### src/rtl/fetch_stage.sv
`default_nettype none
// ============================================================================
// Module   : fetch_stage
// Brief    : uDLX instruction fetch. Owns the PC and a single-outstanding
//            imem port, and feeds the IF/ID register through a 1-entry skid.
// Revision : 1.0 - initial release
// ============================================================================
module fetch_stage #(
    parameter int                    PC_WIDTH   = 32,
    parameter int                    DATA_WIDTH = 32,
    parameter logic [PC_WIDTH-1:0]   RESET_PC   = '0,
    parameter logic [DATA_WIDTH-1:0] NOP_INST   = '0
) (
    input  logic                  clk,
    input  logic                  rst,
    input  logic                  inst_rd_en,
    input  logic                  stall,
    input  logic                  general_flush,
    input  logic                  select_new_pc,
    input  logic [PC_WIDTH-1:0]   new_pc_addr,
    output logic                  imem_req,
    output logic [PC_WIDTH-1:0]   imem_addr,
    input  logic                  imem_ack,
    input  logic [DATA_WIDTH-1:0] imem_data,
    output logic [DATA_WIDTH-1:0] if_id_inst,
    output logic [PC_WIDTH-1:0]   if_id_pc_plus4,
    output logic                  if_id_valid,
    output logic                  fetch_busy
);

    localparam logic [PC_WIDTH-1:0] c_PC_STEP = PC_WIDTH'(4);

    typedef enum logic [1:0] {
        S_IDLE = 2'd0,
        S_WAIT = 2'd1,
        S_DROP = 2'd2,
        S_HOLD = 2'd3
    } state_t;

    state_t                r_state;
    logic [PC_WIDTH-1:0]   r_pc;
    logic                  r_imem_req;
    logic [PC_WIDTH-1:0]   r_imem_addr;
    logic [DATA_WIDTH-1:0] r_if_id_inst;
    logic [PC_WIDTH-1:0]   r_if_id_pc4;
    logic                  r_if_id_valid;
    logic [DATA_WIDTH-1:0] r_skid_inst;
    logic [PC_WIDTH-1:0]   r_skid_pc4;

    logic                  w_issue;
    logic [PC_WIDTH-1:0]   w_pc_seq;
    logic [PC_WIDTH-1:0]   w_addr_pc4;
    logic                  w_load;
    logic [DATA_WIDTH-1:0] w_load_inst;
    logic [PC_WIDTH-1:0]   w_load_pc4;

    assign w_issue    = inst_rd_en & ~stall & ~select_new_pc;
    assign w_pc_seq   = r_pc + c_PC_STEP;
    assign w_addr_pc4 = r_imem_addr + c_PC_STEP;

    // Instruction offered to IF/ID this cycle: fresh ack data or the skid entry.
    always_comb begin
        w_load      = 1'b0;
        w_load_inst = r_skid_inst;
        w_load_pc4  = r_skid_pc4;
        case (r_state)
            S_WAIT: begin
                if (imem_ack && !stall) begin
                    w_load      = 1'b1;
                    w_load_inst = imem_data;
                    w_load_pc4  = w_addr_pc4;
                end
            end
            S_HOLD: begin
                if (!stall) begin
                    w_load = 1'b1;
                end
            end
            default: begin
                w_load = 1'b0;
            end
        endcase
    end

    always_ff @(posedge clk) begin
        if (rst) begin
            r_state       <= S_IDLE;
            r_pc          <= RESET_PC;
            r_imem_req    <= 1'b0;
            r_imem_addr   <= RESET_PC;
            r_if_id_inst  <= NOP_INST;
            r_if_id_pc4   <= '0;
            r_if_id_valid <= 1'b0;
            r_skid_inst   <= NOP_INST;
            r_skid_pc4    <= '0;
        end else begin
            if (select_new_pc || general_flush) begin
                r_if_id_valid <= 1'b0;
                r_if_id_inst  <= NOP_INST;
            end else if (!stall) begin
                if (w_load) begin
                    r_if_id_valid <= 1'b1;
                    r_if_id_inst  <= w_load_inst;
                    r_if_id_pc4   <= w_load_pc4;
                end else begin
                    r_if_id_valid <= 1'b0;
                    r_if_id_inst  <= NOP_INST;
                end
            end

            case (r_state)
                S_IDLE: begin
                    if (select_new_pc) begin
                        r_pc <= new_pc_addr;
                    end else if (w_issue) begin
                        r_imem_addr <= r_pc;
                        r_imem_req  <= 1'b1;
                        r_state     <= S_WAIT;
                    end
                end
                S_WAIT: begin
                    if (select_new_pc) begin
                        r_pc <= new_pc_addr;
                        if (imem_ack) begin
                            r_imem_req <= 1'b0;
                            r_state    <= S_IDLE;
                        end else begin
                            // Request cannot be withdrawn; wait for its ack and discard it.
                            r_state <= S_DROP;
                        end
                    end else if (imem_ack) begin
                        r_pc <= w_pc_seq;
                        if (stall) begin
                            r_skid_inst <= imem_data;
                            r_skid_pc4  <= w_addr_pc4;
                            r_imem_req  <= 1'b0;
                            r_state     <= S_HOLD;
                        end else if (w_issue) begin
                            r_imem_addr <= w_pc_seq;
                        end else begin
                            r_imem_req <= 1'b0;
                            r_state    <= S_IDLE;
                        end
                    end
                end
                S_DROP: begin
                    if (select_new_pc) begin
                        r_pc <= new_pc_addr;
                    end
                    if (imem_ack) begin
                        r_imem_req <= 1'b0;
                        r_state    <= S_IDLE;
                    end
                end
                S_HOLD: begin
                    if (select_new_pc) begin
                        r_pc        <= new_pc_addr;
                        r_skid_inst <= NOP_INST;
                        r_skid_pc4  <= '0;
                        r_state     <= S_IDLE;
                    end else if (!stall) begin
                        r_state <= S_IDLE;
                    end
                end
                default: begin
                    r_state <= S_IDLE;
                end
            endcase
        end
    end

    assign imem_req       = r_imem_req;
    assign imem_addr      = r_imem_addr;
    assign if_id_inst     = r_if_id_inst;
    assign if_id_pc_plus4 = r_if_id_pc4;
    assign if_id_valid    = r_if_id_valid;
    assign fetch_busy     = (r_state != S_IDLE);

endmodule
`default_nettype wire

### config.mk
export PLATFORM = sky130hd
export DESIGN_NAME = fetch_stage
export DESIGN_NICKNAME = d
export VERILOG_FILES = /design/src/rtl/fetch_stage.sv
export SDC_FILE = /design/constraint.sdc
export NUM_CORES = 1
export LEC_CHECK = 0
export CORE_ASPECT_RATIO = 2
export CORE_UTILIZATION = 53
export CTS_CLUSTER_DIAMETER = 40
export DETAILED_ROUTE_END_ITERATION = 7
export GPL_ROUTABILITY_DRIVEN = 0
export GPL_TIMING_DRIVEN = 0
export HOLD_SLACK_MARGIN = 0.12
export PLACE_DENSITY = 0.8
export SLEW_MARGIN = 25
export SYNTH_ARGS = -nofsm -noshare
export SYNTH_HDL_FRONTEND = slang
export SYNTH_SLANG_ARGS = --single-unit
### constraint.sdc
create_clock -name clk -period 3.2 [get_ports clk]
set_clock_uncertainty 0.1 [all_clocks]
set_input_delay 0.64 -clock clk [delete_from_list [all_inputs] [get_ports clk]]
set_output_delay 0.64 -clock clk [all_outputs]
set_load 0.01 [all_outputs]
== Word level (Yosys, flattened, before mapping) ==
Cells that the tools add are included.

* Shift operators: 0
* Muxes and demuxes: 48
* Order comparisons: 0
* Add/sub/neg operators: 2
* Reduce and logical (&&, ||, !) cells: 16
* Multiply operators: 0
* Div/mod/pow operators: 0
* Eq/ne operators: 16
* Bitwise logic cells: 5

{| class="wikitable"
|+ Operators with widths
! kind !! number
|-
| two-way mux 32 bit || 21
|-
| case mux 32 bit (2 select lines) || 4
|-
| adder 32 x 3 -> 32 bit, second input constant || 2
|-
| two-way mux 2 bit || 10
|-
| != test 2 bit, second input constant || 9
|-
| two-way mux 1 bit || 10
|-
| AND reduction 5 bit || 2
|-
| case mux 2 bit (4 select lines) || 1
|-
| AND reduction 7 bit || 1
|-
| != test 3 bit, second input constant || 2
|-
| AND reduction 6 bit || 1
|-
| nonzero test 2 bit || 3
|-
| == test 2 bit, second input constant || 2
|-
| != test 4 bit, second input constant || 1
|-
| inverter 1 bit || 3
|-
| case mux 1 bit (3 select lines) || 1
|-
| AND reduction 3 bit || 1
|-
| nonzero test 3 bit || 1
|-
| OR reduction 3 bit || 1
|-
| AND 1 bit || 2
|-
| == test 2 x 1 -> 1 bit, second input constant || 1
|-
| zero test 2 bit || 1
|-
| != test 2 x 1 -> 1 bit, second input constant || 1
|-
| case mux 1 bit (2 select lines) || 1
|-
| other kinds (5) || 5
|}

* Latch bits: 0
* Input bits: 71
* Output and inout bits: 99
* ROM bits: 0
* Memories: 0
* Logic and storage cells: 96
* Memory bits (writable): 0
* Register bits after elaboration: 196

== Depth between registers and ports, before layout ==
Gate-level depths: netlist of the first run.

* Depth after elaboration: 8
* Depth in mapped cells: 10
* Gate-level depth less buffers: 7

== Worst setup path before layout of the first run ==
No wires, ideal clock.

* Path type: register to register
* From: register r_state[1]
* To: register r_if_id_pc4[24], in the netlist if_id_pc_plus4[24]
* Stages on the path, launching flop included: 10
* Library setup time: 0.129 ns
* Setup slack: 0.899 ns
* Arrival: 2.071 ns
* Clock period less this slack: 2.301 ns
* Cells stage by stage: dfxtp_1 inv_1 ha_1 clkbuf_1 a21oi_1 or4_1 clkbuf_1 clkbuf_1 a31oi_1 o21ai_0

* Cells in the longest elaborated chain, start to end: 3

{| class="wikitable"
|+ Ends and longest elaborated chain
! what !! line !! source
|-
| start, declared || 40 || <nowiki>state_t r_state;</nowiki>
|-
| start signal, assigned || 87 || <nowiki>r_state <= S_IDLE;</nowiki>
|-
| start signal, assigned || 118 || <nowiki>r_state <= S_WAIT;</nowiki>
|-
| start signal, assigned || 126 || <nowiki>r_state <= S_IDLE;</nowiki>
|-
| == test 2 bit / == test 2 x 1 -> 1 bit (equally long branches) || 66 || <nowiki>case (r_state)</nowiki>
|-
| case mux 1 bit (2 select lines) || 66 ||
|-
| AND reduction 3 bit (no line) || - ||
|-
| end signal, assigned || 104 || <nowiki>r_if_id_pc4 <= w_load_pc4;</nowiki>
|-
| end, declared || 45 || <nowiki>logic [PC_WIDTH-1:0] r_if_id_pc4;</nowiki>
|}

Parallel ways exist; a longest one is shown, timed or not.
A chain may end at the register's enable or synchronous reset.

== Worst setup path in the final report of the first run ==
Same ends and word-level chain as after synthesis.

==> metrics.cfg, run 1 <==
[status]
status = completed

[placed_design]
place_inst = 1507
io_buffers = 168
dpl.hpwl_microns = 21650
place_area_sq_um = 11120
place_ws_ps = -295.5

[timing]
hold_violations = 0
slew_viol_final = 0
setup_violations = 0
max_freq_mhz = 330.7
rsz0062_at_grt = no
period_share = 0.9450
relSlewSlack = 0.1936
min_period_ps = 3024
tightest_slew_ps = 1199
worst_slack_ps = 176.0

[global_routing]
overflow = 0
antenna_found_initial = 0
grt_pass1_vias = 8975
track_usage = 0.3289
grt_pass1_wl_microns = 45440
grt_max_degree = 19

[synth]
synth_area_leaders = dfxtp_1 43%, a21oi_1 6.6%, nor2_1 5.5%, nand2_1 4.6%, xnor2_1 4.3%
synthCells = 1132
syn-num-nets = 1210
ys_types = 55
synth.avg_cell_area_sq_um = 8.107
ys_ff_latch = 196
synth_area_sq_um = 9178
synth_warnings = 0
yosysTopAreaCell = dfxtp_1
ys_seq_area_frac = 0.4275
synth_ff_type = dfxtp_1
synth_enable_flop_cells = 0
synth_top_area_frac = 0.4275
async_flop_share = 0

[clocking]
clock_path_buffers = 2
clkSlewWorstSetupHoldPaths_ps = 80
postCtsSetupBuffers = 0
cts_root_buf = clkbuf_16
cts_tree = yes
clk_latency_ps = 440
htreeDepth = 4
cts-buffers-inserted = 17
clock_sinks = 196

[die]
die-area_sq_um = 17880
initial_core_util = 0.5447
rows = 67
die_h_microns = 188.1
die_x_microns = 95.05
core_sq_um = 16850
io_pins = 170

[worst_setup_path]
start_kind = flip-flop
cp_slowest_cell = nor2_1
cp_max_fo = 10
crit_arrival_ps = 3280
worst_path_dominant_cell_family = simple AND/OR/NAND/NOR gates
path_cells = inv_1 > ha_1 > nand2_1 > nor2_1 > nand3_1 > clkbuf_1 > o21ai_0
cp_num_buf_inv = 2
setup.worst_path.class = flip-flop to flip-flop
worstSetupEndpointType = flip-flop
cp_slowest_stage_delay_ps = 750
crit_required_ps = 3450

[power]
ir_drop_uv = 373.8
p_leak_nw = 3.914
p_per_area_nw_per_um2 = 470.7

[drt]
dr.pass1.iters = 8
initialDrtViolationCount = 604
vias = 9132
via_per_inst = 5.934
drc_errors = 0
ant_nets = 0
wl_microns = 28500
wl_per_cell_microns = 18.52

[cells_and_area]
final_common_cell = dfxtp_1
final_cell_mix = 196 x dfxtp_1, 168 x clkdlybuf4s50_1, 134 x nor2_1
postLayoutCellArea_sq_um = 11750
drive_gt1_frac = 0.05556
n_fill_cell = 1431
nets = 1397
areaGrowthSynthToFinish_pct = 28.07
finalNonFillerCells = 1539
num_antenna_cells = 0

[min_path]
hold_class = flip-flop to flip-flop

[job]
maxCapViolations = 0

## area by class of cell
class / count / area (sq um) / share of cell area
clock buffer: 17 / 425.4 / 0.03619
tap: 207 / 259.0 / 0.02204
multi-input combinational: 828 / 4803 / 0.4087
sequential: 196 / 3924 / 0.3338
timing repair buffer: 168 / 1682 / 0.1431
clock inverter: 15 / 191.4 / 0.01629
inverter: 11 / 41.29 / 0.003513
buffer: 97 / 427.9 / 0.03641
## power by group
part,internal (mW),total (mW),switching [mW]
combinational,0.279,0.676,0.397
clock,1.25,2.26,1.01
sequential,2.51,2.60,0.0910
total,4.04,5.53,1.49
## metrics by stage
stage                     power, mW  hold WS, ps  setup TNS, ps  utilization
after floorplan               2.991        316.8              0            -
after global placement        3.302        325.3          -1806       0.6598
after detailed placement      3.312        335.0          -2729       0.6598
after CTS                     5.535        352.5              0       0.6970
after global routing          5.716        375.8              0       0.6976
final                         5.533        350.9              0       0.6976
## repair_timing
item                                   4_1_cts  5_1_grt
gates resized for setup                      1        5
endpoints found under the hold margin        0        0
hold buffers                                 0        0
setup endpoints to repair                    1       66
## worst paths after layout
path	to	cells after the start	slack (ps)	startpoint
hold / removal	r_skid_pc4[31]$_SDFFE_PP0P_	2	350	r_skid_pc4[31]$_SDFFE_PP0P_
setup reg to reg	if_id_pc_plus4[24]$_SDFFE_PP0P_	7	180	r_state[1]$_SDFFE_PP0P_
hold reg to reg	r_skid_pc4[31]$_SDFFE_PP0P_	2	350	r_skid_pc4[31]$_SDFFE_PP0P_
setup / recovery	if_id_pc_plus4[24]$_SDFFE_PP0P_	7	180	r_state[1]$_SDFFE_PP0P_
## cells by family after synthesis
logic type / synth area share
and+or+nand+nor: 0.2434
AOI/OAI and AO/OA: 0.1879
DFF: 0.4275
buffers and inverters: 0.05085
xor gates and xnor gates: 0.07539
adders and majority gates: 0.009543
muxes: 0.005454
## registers in the layout, indices dropped and copies added (netlist names)
signal	cells
if_id_inst	32
r_skid_pc4	32
if_id_pc_plus4	32
r_state	2
imem_req	1
r_pc	32
r_skid_inst	32
imem_addr	32
if_id_valid	1
## cells in the mapped netlist, types with 2 or more instances
library cell,n
clkbuf_1,62
nand3_1,68
buf_6,2
dfxtp_1,196
and2_1,4
or3_1,10
o211ai_1,8
nand2_1,112
and4_1,17
or4_1,3
ha_1,7
nor3_1,13
buf_1,14
buf_2,14
xor2_1,34
mux2i_1,5
a31oi_1,12
buf_4,3
o22ai_1,7
a22oi_1,46
o21ai_0,57
nor3_2,3
nor4_1,15
nand2b_1,8
xnor2_1,45
nor2_1,135
inv_1,10
a311oi_1,8
nand4_1,26
nor2b_1,2
a21oi_1,121
and3_1,18
o21ai_1,2
nor4_4,2
a211oi_1,21
nor4_2,3
## routing by layer
metal,vias to the layer above,track usage,share of wire
li1,4402,-,-
met1,4205,0.3282,0.34
met2,400,0.5946,0.53
met3,125,0.06002,0.057
met4,0,0.2214,0.068
met5,-,0,0
## worst min-delay path, cell delays in order (launching register included)
cell	delay, ps
dfxtp_1	320
nand2_1	40
o21ai_0	50
Note: power is estimated with default switching activity, not from simulation.
==> inputs of run 2 (changes only) <==
--- a/config.mk
+++ b/config.mk
@@ -6,13 +6,13 @@
 export NUM_CORES = 1
 export LEC_CHECK = 0
 export CORE_ASPECT_RATIO = 2
-export CORE_UTILIZATION = 53
+export CORE_UTILIZATION = 50
 export CTS_CLUSTER_DIAMETER = 40
 export DETAILED_ROUTE_END_ITERATION = 7
 export GPL_ROUTABILITY_DRIVEN = 0
 export GPL_TIMING_DRIVEN = 0
 export HOLD_SLACK_MARGIN = 0.12
-export PLACE_DENSITY = 0.8
+export PLACE_DENSITY = 0.76
 export SLEW_MARGIN = 25
 export SYNTH_ARGS = -nofsm -noshare
 export SYNTH_HDL_FRONTEND = slang
==> run 2 against run 1 <==
The run now ends with DRC left. Clock power fell by 5%. Sequential power barely moved. Flip-flop and latch count did not move. Via count fell by 0.38%. Cell area barely moved. Total power fell by 2.0%. Maximum frequency fell by 1.3%. Setup slack got worse by 40 ps. Die area rose by 5.9%. First-iteration DRC count fell by 16%.
==> metrics.cfg, run 2 (same netlist as run 1, synthesis figures left out) <==
[placed_design]
dpl.hpwl_microns = 21800
io_buffers = 168
place_ws_ps = -214.6

[timing]
setup_violations = 0
hold_violations = 0
rsz0062_at_grt = no
slew_viol_final = 0
max_freq_mhz = 326.3
min_period_ps = 3064
relSlewSlack = 0.3132
period_share = 0.9576
tightest_slew_ps = 1021
worst_slack_ps = 135.6

[clocking]
htreeDepth = 4
postCtsSetupBuffers = 0
cts_root_buf = clkbuf_16
clock_path_buffers = 2
cts_hold_buffers = 0
clock_sinks = 196
clk_latency_ps = 440
cts_tree = yes
clkSlewWorstSetupHoldPaths_ps = 80
cts-buffers-inserted = 17

[cells_and_area]
fin_util = 0.6571
final_cell_mix = 196 x dfxtp_1, 168 x clkdlybuf4s50_1, 134 x nor2_1
final_common_cell = dfxtp_1
regArea_sq_um = 3924
num_antenna_cells = 0
multi_input_area_sq_um = 4825
n_fill_cell = 1524
drive_gt1_frac = 0.05556
nets = 1397
areaGrowthSynthToFinish_pct = 27.95

[worst_setup_path]
path_cells = inv_1 > ha_1 > nand2_1 > nor4b_4 > clkbuf_1 > clkbuf_1 > a22oi_1 > nor2_1
worst_path_dominant_cell_family = buffers and inverters
start_kind = flip-flop
cp_slowest_stage_delay_ps = 570
crit_required_ps = 3470
cp_num_buf_inv = 3
cp_slowest_cell = nor4b_4
cp_common_cell = clkbuf_1
setup.worst_path.class = flip-flop to flip-flop
crit_arrival_ps = 3340
worstSetupEndpointType = flip-flop
reg2reg_slack_ps = 140
cp_max_fo = 10

[power]
p_per_area_nw_per_um2 = 461.6
p_leak_nw = 3.892
ir_drop_uv = 396.8

[drt]
initialDrtViolationCount = 509
ant_nets = 0
vias = 9097
dr.pass1.iters = 7
wl_per_cell_microns = 18.62
via_per_inst = 5.888
drc_errors = 14
wl_microns = 28770

[die]
core_sq_um = 17870
rows = 69
io_pins = 170
die_x_microns = 97.80
die-area_sq_um = 18930
initial_core_util = 0.5135
die_h_microns = 193.6

[global_routing]
antenna_found_initial = 0
grt_pass1_wl_microns = 45380
track_usage = 0.3049
grt_max_degree = 19
grt_pass1_vias = 8931
overflow = 0

[min_path]
hold_class = flip-flop to flip-flop

[status]
status = complete, but fails checks
violations = DRC

[job]
maxCapViolations = 0

==> run 2: path summary, 6_finish.rpt <==
kind,depth (start not counted),startpoint,to
worst max-delay path,8,r_state[1]$_SDFFE_PP0P_,r_skid_inst[16]$_SDFFE_PP0P_
worst min-delay path,2,r_skid_pc4[14]$_SDFFE_PP0P_,r_skid_pc4[14]$_SDFFE_PP0P_
worst max register to register,8,r_state[1]$_SDFFE_PP0P_,r_skid_inst[16]$_SDFFE_PP0P_
worst min register to register,2,r_skid_pc4[14]$_SDFFE_PP0P_,r_skid_pc4[14]$_SDFFE_PP0P_
==> run 2: final cells by class <==
cell class	count	share of cell area
multi-input combinational	828	0.4109
sequential	196	0.3342
timing repair buffer	168	0.1432
clock buffer	18	0.03740
buffer	97	0.03633
tap	213	0.02270
clock inverter	14	0.01183
inverter	11	0.003516
==> run 2: stage by stage <==
step           setup TNS (ps)  cell area (sq um)  cells  hold WS (ps)  total power, mW
4_1_cts                     0              11710   1545         351.8            5.411
3_5_place_dp            -2448              11130   1513         334.2            3.316
6_report                    0              11740   1545         351.0            5.420
2_1_floorplan               0               9178   1132         316.8            2.991
3_3_place_gp            -2320              11130   1513         325.8            3.307
5_1_grt                     0              11740   1545         381.2            5.591
==> run 2: metal layers <==
layer	GRT usage	vias up	routed length [microns]
met2	0.5758	361	15550
met4	0.2093	0	1857
met1	0.2959	4231	9969
met5	0	-	0
li1	-	4387	-
met3	0.04949	118	1399
==> run 2: worst reg2reg max path: stages (launching register included) <==
cell and delay [ps]:
dfxtp_1 350, inv_1 130, ha_1 220, nand2_1 350
nor4b_4 570, clkbuf_1 560, clkbuf_1 440, a22oi_1 160
nor2_1 120
==> run 2: timing repair <==
item / CTS / global route
gates cloned: 0 / 0
pin swaps: 0 / 0
gates resized for setup: 1 / 6
endpoints found under the setup margin: 4 / 63
hold endpoints to repair: 0 / 0
==> run 2: power by group <==
part / switching (mW) / total [mW] / internal, mW
clock: 1.02 / 2.14 / 1.12
sequential: 0.0910 / 2.60 / 2.51
combinational: 0.399 / 0.680 / 0.280
total: 1.51 / 5.42 / 3.91
